File: src/rtl/aes_host_loader.sv
// aes_host_loader: host-side staging block for the AES core.
// Gathers a 128-bit plaintext and key from 32-bit host writes, runs the
// aes_start/aes_ready/aes_valid handshake with the round controller and
// buffers the ciphertext for 32-bit host reads.
//
// Optional feature macro: AES_LOADER_TIMEOUT_EN (adds a 5-bit watchdog and
// the sticky timeout output).
//
// Ports:
//   clk, rst_n            clock, asynchronous active-low reset
//   wr_en/wr_addr/wr_data host write (0-3 plaintext, 4-7 key, word 0/4 = MSW)
//   go, clr               start request, clear of mask/done/timeout
//   rd_addr, rd_data      registered result read (word 0 = MSW)
//   plaintext, key        staged operands to the datapath
//   aes_start/aes_ready/aes_valid/ciphertext_in  round controller handshake
//   busy, done, go_err    status (timeout with AES_LOADER_TIMEOUT_EN)
module aes_host_loader (
  input  logic         clk,
  input  logic         rst_n,
  input  logic         wr_en,
  input  logic [2:0]   wr_addr,
  input  logic [31:0]  wr_data,
  input  logic         go,
  input  logic         clr,
  input  logic [1:0]   rd_addr,
  output logic [31:0]  rd_data,
  output logic [127:0] plaintext,
  output logic [127:0] key,
  output logic         aes_start,
  input  logic         aes_ready,
  input  logic         aes_valid,
  input  logic [127:0] ciphertext_in,
  output logic         busy,
  output logic         done,
  output logic         go_err
`ifdef AES_LOADER_TIMEOUT_EN
  ,
  output logic         timeout
`endif
);

  typedef enum logic [1:0] {StIdle, StStart, StRun, StDone} state_e;

  state_e         r_state, w_state_next;
  logic [7:0]     r_mask, w_mask_next;
  logic [127:0]   r_pt, r_key, r_result;
  logic [31:0]    r_rd_data;
  logic           r_done, w_done_next;
  logic           r_go_err, w_go_err_next;
  logic           w_capture;
  logic           w_host_ok;
  logic           w_wr_ok;
  logic           w_busy;
  logic [6:0]     w_wr_lsb;
  logic [6:0]     w_rd_lsb;
`ifdef AES_LOADER_TIMEOUT_EN
  logic [4:0]     r_wdog, w_wdog_next;
  logic           r_timeout, w_timeout_next;
`endif

  assign w_host_ok = (r_state == StIdle) || (r_state == StDone);
  assign w_wr_ok   = w_host_ok && wr_en;
  assign w_busy    = (r_state == StStart) || (r_state == StRun);
  // Word 0 sits in the top 32 bits, so the bit offset is (3 - index) * 32.
  assign w_wr_lsb  = {~wr_addr[1:0], 5'd0};
  assign w_rd_lsb  = {~rd_addr, 5'd0};

  always_comb begin
    w_state_next  = r_state;
    w_mask_next   = r_mask;
    w_done_next   = r_done;
    w_go_err_next = 1'b0;
    w_capture     = 1'b0;
`ifdef AES_LOADER_TIMEOUT_EN
    w_timeout_next = r_timeout;
    // Zero outside START/RUN, so it is clear on every entry to START.
    w_wdog_next    = w_busy ? r_wdog + 5'd1 : 5'd0;
`endif

    if (w_wr_ok) begin
      w_mask_next = r_mask | (8'd1 << wr_addr);
    end

    unique case (r_state)
      StIdle, StDone: begin
        if (clr) begin
          // clr beats a simultaneous go; the go is dropped silently.
          w_state_next = StIdle;
          w_mask_next  = 8'h00;
          w_done_next  = 1'b0;
`ifdef AES_LOADER_TIMEOUT_EN
          w_timeout_next = 1'b0;
`endif
        end else if (go) begin
          // Judged on the registered mask, i.e. before any same-cycle write.
          if (r_mask == 8'hFF) begin
            w_state_next = StStart;
            w_done_next  = 1'b0;
          end else begin
            w_go_err_next = 1'b1;
          end
        end
      end
      StStart: begin
        if (!aes_ready) begin
          w_state_next = StRun;
        end
      end
      StRun: begin
        if (aes_valid) begin
          w_capture    = 1'b1;
          w_done_next  = 1'b1;
          w_state_next = StDone;
        end
      end
      default: w_state_next = StIdle;
    endcase

`ifdef AES_LOADER_TIMEOUT_EN
    // Counter would reach 31 on this edge with no result captured.
    if (w_busy && !w_capture && (r_wdog == 5'd30)) begin
      w_state_next   = StIdle;
      w_timeout_next = 1'b1;
    end
`endif
  end

  always_ff @(posedge clk or negedge rst_n) begin
    if (!rst_n) begin
      r_state   <= StIdle;
      r_mask    <= 8'h00;
      r_pt      <= '0;
      r_key     <= '0;
      r_result  <= '0;
      r_rd_data <= '0;
      r_done    <= 1'b0;
      r_go_err  <= 1'b0;
`ifdef AES_LOADER_TIMEOUT_EN
      r_wdog    <= 5'd0;
      r_timeout <= 1'b0;
`endif
    end else begin
      r_state   <= w_state_next;
      r_mask    <= w_mask_next;
      r_done    <= w_done_next;
      r_go_err  <= w_go_err_next;
      r_rd_data <= r_result[w_rd_lsb +: 32];
      if (w_wr_ok) begin
        if (wr_addr[2]) begin
          r_key[w_wr_lsb +: 32] <= wr_data;
        end else begin
          r_pt[w_wr_lsb +: 32] <= wr_data;
        end
      end
      if (w_capture) begin
        r_result <= ciphertext_in;
      end
`ifdef AES_LOADER_TIMEOUT_EN
      r_wdog    <= w_wdog_next;
      r_timeout <= w_timeout_next;
`endif
    end
  end

  assign rd_data   = r_rd_data;
  assign plaintext = r_pt;
  assign key       = r_key;
  assign aes_start = (r_state == StStart);
  assign busy      = w_busy;
  assign done      = r_done;
  assign go_err    = r_go_err;
`ifdef AES_LOADER_TIMEOUT_EN
  assign timeout   = r_timeout;
`endif

endmodule

File: config.mk
export PLATFORM = sky130hd
export DESIGN_NAME = aes_host_loader
export DESIGN_NICKNAME = d
export VERILOG_FILES = /design/src/rtl/aes_host_loader.sv
export SDC_FILE = /design/constraint.sdc
export NUM_CORES = 1
export LEC_CHECK = 0
export ABC_AREA = 1
export BUFFER_PORTS_ARGS = -buffer_cell sky130_fd_sc_hd__clkbuf_2
export CAP_MARGIN = 20
export CORE_MARGIN = 4
export CORE_UTILIZATION = 40
export CTS_BUF_LIST = sky130_fd_sc_hd__clkbuf_4
export DETAILED_ROUTE_END_ITERATION = 12
export PLACE_DENSITY = 0.61
export SLEW_MARGIN = 20
export SYNTH_ARGS = -nofsm -noshare
export SYNTH_HDL_FRONTEND = slang
export SYNTH_SLANG_ARGS = --single-unit
File: constraint.sdc
create_clock -name clk -period 2.3 [get_ports clk]
set_clock_uncertainty 0.05 [all_clocks]
set_input_delay 0.46 -clock clk [delete_from_list [all_inputs] [get_ports clk]]
set_output_delay 0.46 -clock clk [all_outputs]
set_load 0.02 [all_outputs]
# After elaboration in Yosys (flattened, before gate mapping)
# Cells that the tools add are included.
word_totals:
  in_bits: 172
  register_bits: 428
  output_inout_bits: 292
op_classes:
  n_addsub: 1
  n_eq_ne: 8
  n_bitwise: 4
  shifts: 4
  n_mux: 22
  reduce_logical: 10
op_table:
  columns: ["op", "count"]
  rows:
  - ["128-bit bitwise mux", 2]
  - ["32-bit by 9-bit variable shift with 128-bit output, first input constant", 1]
  - ["128-bit by 8-bit variable part select with 32-bit output", 1]
  - ["32-bit by 9-bit variable part select with 128-bit output", 1]
  - ["8-bit 2-to-1 mux", 3]
  - ["1-bit 2-to-1 mux", 10]
  - ["2-bit 2-to-1 mux", 5]
  - ["7-bit negator with 9-bit output", 1]
  - ["8-bit == test, second input constant", 1]
  - ["8-bit bitwise OR", 1]
  - ["4-bit AND reduction", 2]
  - ["1-bit by 3-bit << shifter with 8-bit output, first input constant", 1]
  - ["3-bit != test, second input constant", 2]
  - ["2-bit one-hot mux with 3 select lines", 1]
  - ["2-bit == test, second input constant", 2]
  - ["2-bit != test, second input constant", 2]
  - ["2-bit NOT", 2]
  - ["2-bit AND reduction", 2]
  - ["2-bit by 1-bit == test with 1-bit output, second input constant", 1]
  - ["2-bit logical NOT", 1]
  - ["1-bit logical OR", 2]
  - ["1-bit one-hot mux with 2 select lines", 1]
  - ["2-bit nonzero test", 1]
  - ["2-bit OR reduction", 1]
  - ["other kinds (2)", 2]

# Depth between registers and ports, before layout
logic_depth:
  word_depth: 6
  mapped_depth: 11
  ltp_nobuf: 9

# Least setup slack after synthesis
# OpenSTA, ideal clock, no wires.
synth_path:
  kind: "input to register"
  start: "input port wr_addr[0]"
  end: "register r_key[20] (netlist: key[20])"
  arrival_time_ns: 1.973
  setup_ns: 0.065
  path_slack_ns: 0.212
  cell_stages: 11
  path_cell_list: "inv_2 buf_2 buf_2 ha_1 inv_1 nand2_1 buf_2 buf_2 nor3_1 nand2_1 nand2_1"
synth_via:
  elab_chain_cells: 4
synth_lines:
  columns: ["element", "line_no", "text"]
  rows:
  - ["from (decl)", "21", "input logic [2:0] wr_addr,"]
  - ["2-bit NOT (*)", "65", "assign w_wr_lsb = {~wr_addr[1:0], 5'd0};"]
  - ["7-bit negator with 9-bit output (*)", "150", "r_key[w_wr_lsb +: 32] <= wr_data;"]
  - ["32-bit by 9-bit variable part select with 128-bit output or 32-bit by 9-bit variable shift with 128-bit output (tied branches)", "150", null]
  - ["128-bit bitwise mux (*)", "150", null]
  - ["to (signal, indexed assignment)", "150", null]
  - ["to (decl)", "46", "logic [127:0] r_pt, r_key, r_result;"]
# Every way passes the cells marked *; elsewhere a longest branch is shown, timed or not.
# A chain may end at the register's enable or synchronous reset.

# Final worst setup path
layout_path:
  start: "register r_state[1]"
  end: "output port busy"
layout_via:
  elab_chain_cells: 2
layout_lines:
  columns: ["element", "line_no", "text"]
  rows:
  - ["from (decl)", "44", "state_e r_state, w_state_next;"]
  - ["from (signal assigned)", "130", "r_state <= StIdle;"]
  - ["from (signal assigned)", "143", "r_state <= w_state_next;"]
  - ["2-bit by 1-bit == test with 1-bit output or 2-bit == test (tied branches)", "63", "assign w_busy = (r_state == StStart) || (r_state == StRun);"]
  - ["1-bit logical OR (*)", "63", null]
  - ["to (decl)", "33", "output logic busy,"]
# Marks and branches as above.

==> flow_summary.json <==
{
  "seq_area_frac_synth": 0.600,
  "peakVddDrop_mv": 0.634,
  "synth_area_um2": 17900,
  "fin_crit_sh": 0.971,
  "critPathCapture": "busy",
  "crit_path_start": "r_state[1]$_DFFE_PN0P_",
  "fp.dieW_um": 219,
  "cts_max_path_buffers": 3,
  "cp.required_ps": 1790,
  "p_int_w": 0.0167,
  "pre_cts_ws_ps": 146,
  "rsz0062_at_grt": "yes",
  "place_inst": 3127,
  "syn_nets": 2320,
  "timing.final.hold_violations": 0,
  "hpwl_um": 46500,
  "drive_gt1_frac": 0.257,
  "multi_input_area_um2": 6360,
  "hp-class": "in -> reg",
  "clock_sink_count": 428,
  "cts_inserted_buffers": 115,
  "switching_share": 0.401,
  "layout_common_cells": "nand2_1, clkbuf_2, dfrtp_1",
  "grt_max_degree": 129,
  "h-tree-depth": 3,
  "clkLatencyLatePin_ps": 880,
  "cp_max_fo": 3,
  "p_seq_frac": 0.420,
  "fin_ws_ps": 67.2,
  "synth_cell_types": 22,
  "crit_slowest_cell": "dfrtp_1",
  "cp.arrival_ps": 1720,
  "routedWlPerCell_um": 19.5,
  "crit_path_end_kind": "output port",
  "ant_nets": 0,
  "grt_pass1_wl_um": 104000,
  "worst-path-stages": 3,
  "via_per_inst": 5.05,
  "io_buffers": 463,
  "maxCapViolations": 0,
  "drt_pass1_iterations": 6,
  "syn_inst": 2141,
  "maxSlewViolCount": 0,
  "r2r_start": "r_state[1]$_DFFE_PN0P_",
  "ys_ff_latch": 428,
  "fin_crit_ps": 2230,
  "clockRootBuffer": "clkbuf_4",
  "r2r_slack_ps": 110,
  "r2r-end": "plaintext[12]$_DFFE_PN0P_",
  "cts_tree": "yes",
  "grt_usage": 0.280,
  "seq_area_um2": 10700,
  "layout.cells.non_filler": 3499,
  "antenna_found_initial": 7,
  "fill_cells": 4119,
  "critical_path_buf_inv_count": 2,
  "core-area_um2": 44100,
  "initial_utilization": 0.405,
  "ios": 464,
  "tightest_slew_ps": 649,
  "nets": 2994,
  "switching_power_w": 0.0112,
  "path_clk_slew_ps": 70,
  "fmax_ghz": 0.448,
  "max_stage_delay_ps": 410,
  "grt_overflow": 0,
  "critPathKind": "reg -> out",
  "slew_headroom": 0.566,
  "pwr-share-comb": 0.338,
  "vias": 17700,
  "critical-path-top-delay-family": "flip-flops",
  "grt_pass1_vias": 17900,
  "die_area_um2": 48100,
  "powerDensity_nw_per_um2": 1150,
  "cp_cell_sequence": "ha_4, inv_4, buf_8",
  "syn_avg_cell_area_um2": 8.34,
  "status": "complete, no violations",
  "synth_warnings": 0,
  "drt_wl_total_um": 68300,
  "drtIter0Drc": 1681,
  "final_common_cell": "nand2_1",
  "row_count": 77,
  "place_congestion": 0.881,
  "clkPwrFrac": 0.242,
  "crit_path_start_kind": "flop",
  "setup_violations": 0,
  "die_y_um": 219,
  "rr_worst_depth": 9,
  "drcViolationCount": 0,
  "p_leak_nw": 13.6,
  "syn_to_final_growth_pct": 35.7
}
metrics by stage:
stage | cell area [um^2] | TNS [ps] | utilization | hold slack [ps] | power (W)
detailed placement | 21100 | 0 | 0.478 | 375 | 0.0208
finish | 24200 | 0 | 0.549 | 107 | 0.0279
global route | 24200 | -39.0 | 0.549 | 39.4 | 0.0297
CTS | 24200 | -38.8 | 0.549 | 11.4 | 0.0281
global placement | 21100 | 0 | 0.478 | 374 | 0.0206
floorplan | 17900 | 0 | - | 114 | 0.0168
how the worst min path moves through the flow:
stage,cells after the start,from,end,slack [ps]
finish,5,wr_data[24],key[24]$_DFFE_PN0P_,110
detailed placement,1,rst_n,r_result[39]$_DFFE_PN0P_,380
CTS,5,wr_addr[1],r_mask[0]$_DFF_PN0_,10
global placement,1,rst_n,r_result[39]$_DFFE_PN0P_,370
global route,5,wr_addr[1],key[34]$_DFFE_PN0P_,40
floorplan,0,rst_n,done$_DFFE_PN0P_,110
power groups by stage:
stage / Combinational [W] / Clock, W / Sequential, W
after detailed placement: 0.00901 / 0 / 0.0118
after global routing: 0.0104 / 0.00737 / 0.0120
after CTS: 0.00944 / 0.00694 / 0.0117
after global placement: 0.00887 / 0 / 0.0117
after floorplan: 0.00360 / 0 / 0.0133
final: 0.00944 / 0.00675 / 0.0117
synthesized netlist by cell type, drive strengths merged:
library cell / n / area [um^2]
dfrtp: 428 / 10700
a21oi: 3 / 15.0
nand4: 1 / 6.26
o21ai: 269 / 1350
buf: 68 / 330
nor3: 90 / 450
nand3: 7 / 35.0
clkbuf: 74 / 278
ha: 7 / 87.6
clkinv: 1 / 3.75
o22ai: 32 / 200
nand2: 985 / 3700
inv: 55 / 206
or2: 1 / 6.26
nor2: 120 / 475
routing by layer:
layer	part of all wire	global-route usage
met1	0.40	0.350
met2	0.46	0.436
met3	0.098	0.0965
met4	0.047	0.135
met5	0	0
tightest hold or removal path, cell delays in order:
cell      delay (ps)
clkbuf_2          80
inv_1            240
nor3_1           120
nand2_1           60
nand2_1           50
logic make-up (layout without fill, tap and decap cells):
group | Yosys count | in the layout | share of synthesized area
AOI/OAI and AO/OA | 304 | 304 | 0.0875
adders and majority gates | 7 | 7 | 0.00491
buffers and inverters | 198 | 955 | 0.0458
DFF | 428 | 428 | 0.600
other | 0 | 9 | 0
and+or+nand+nor | 1204 | 1204 | 0.262
cell type report:
class / instances / area share
sequential: 428 / 0.442
timing repair buffer: 699 / 0.196
clock buffer: 170 / 0.0527
inverter: 56 / 0.00893
antenna: 9 / 0.000930
tap: 592 / 0.0306
multi-input combinational: 1515 / 0.262
clock inverter: 30 / 0.00651
sequential cells by signal, summed over array words and instances (netlist names):
signal,count
key,128
plaintext,128
r_result,128
rd_data,32
r_mask,8
r_state,2
done,1
go_err,1
repair_timing:
action / in CTS / in global routing
setup endpoints to repair: 2 / 1
endpoints found under the hold margin: 660 / 0
cloned: 0 / 0
hold buffers: 160 / 0
gates resized for setup: 11 / 1
pin swaps: 1 / 1
buffers inserted: 4 / 0
Note: power is estimated with default switching activity, not from simulation.
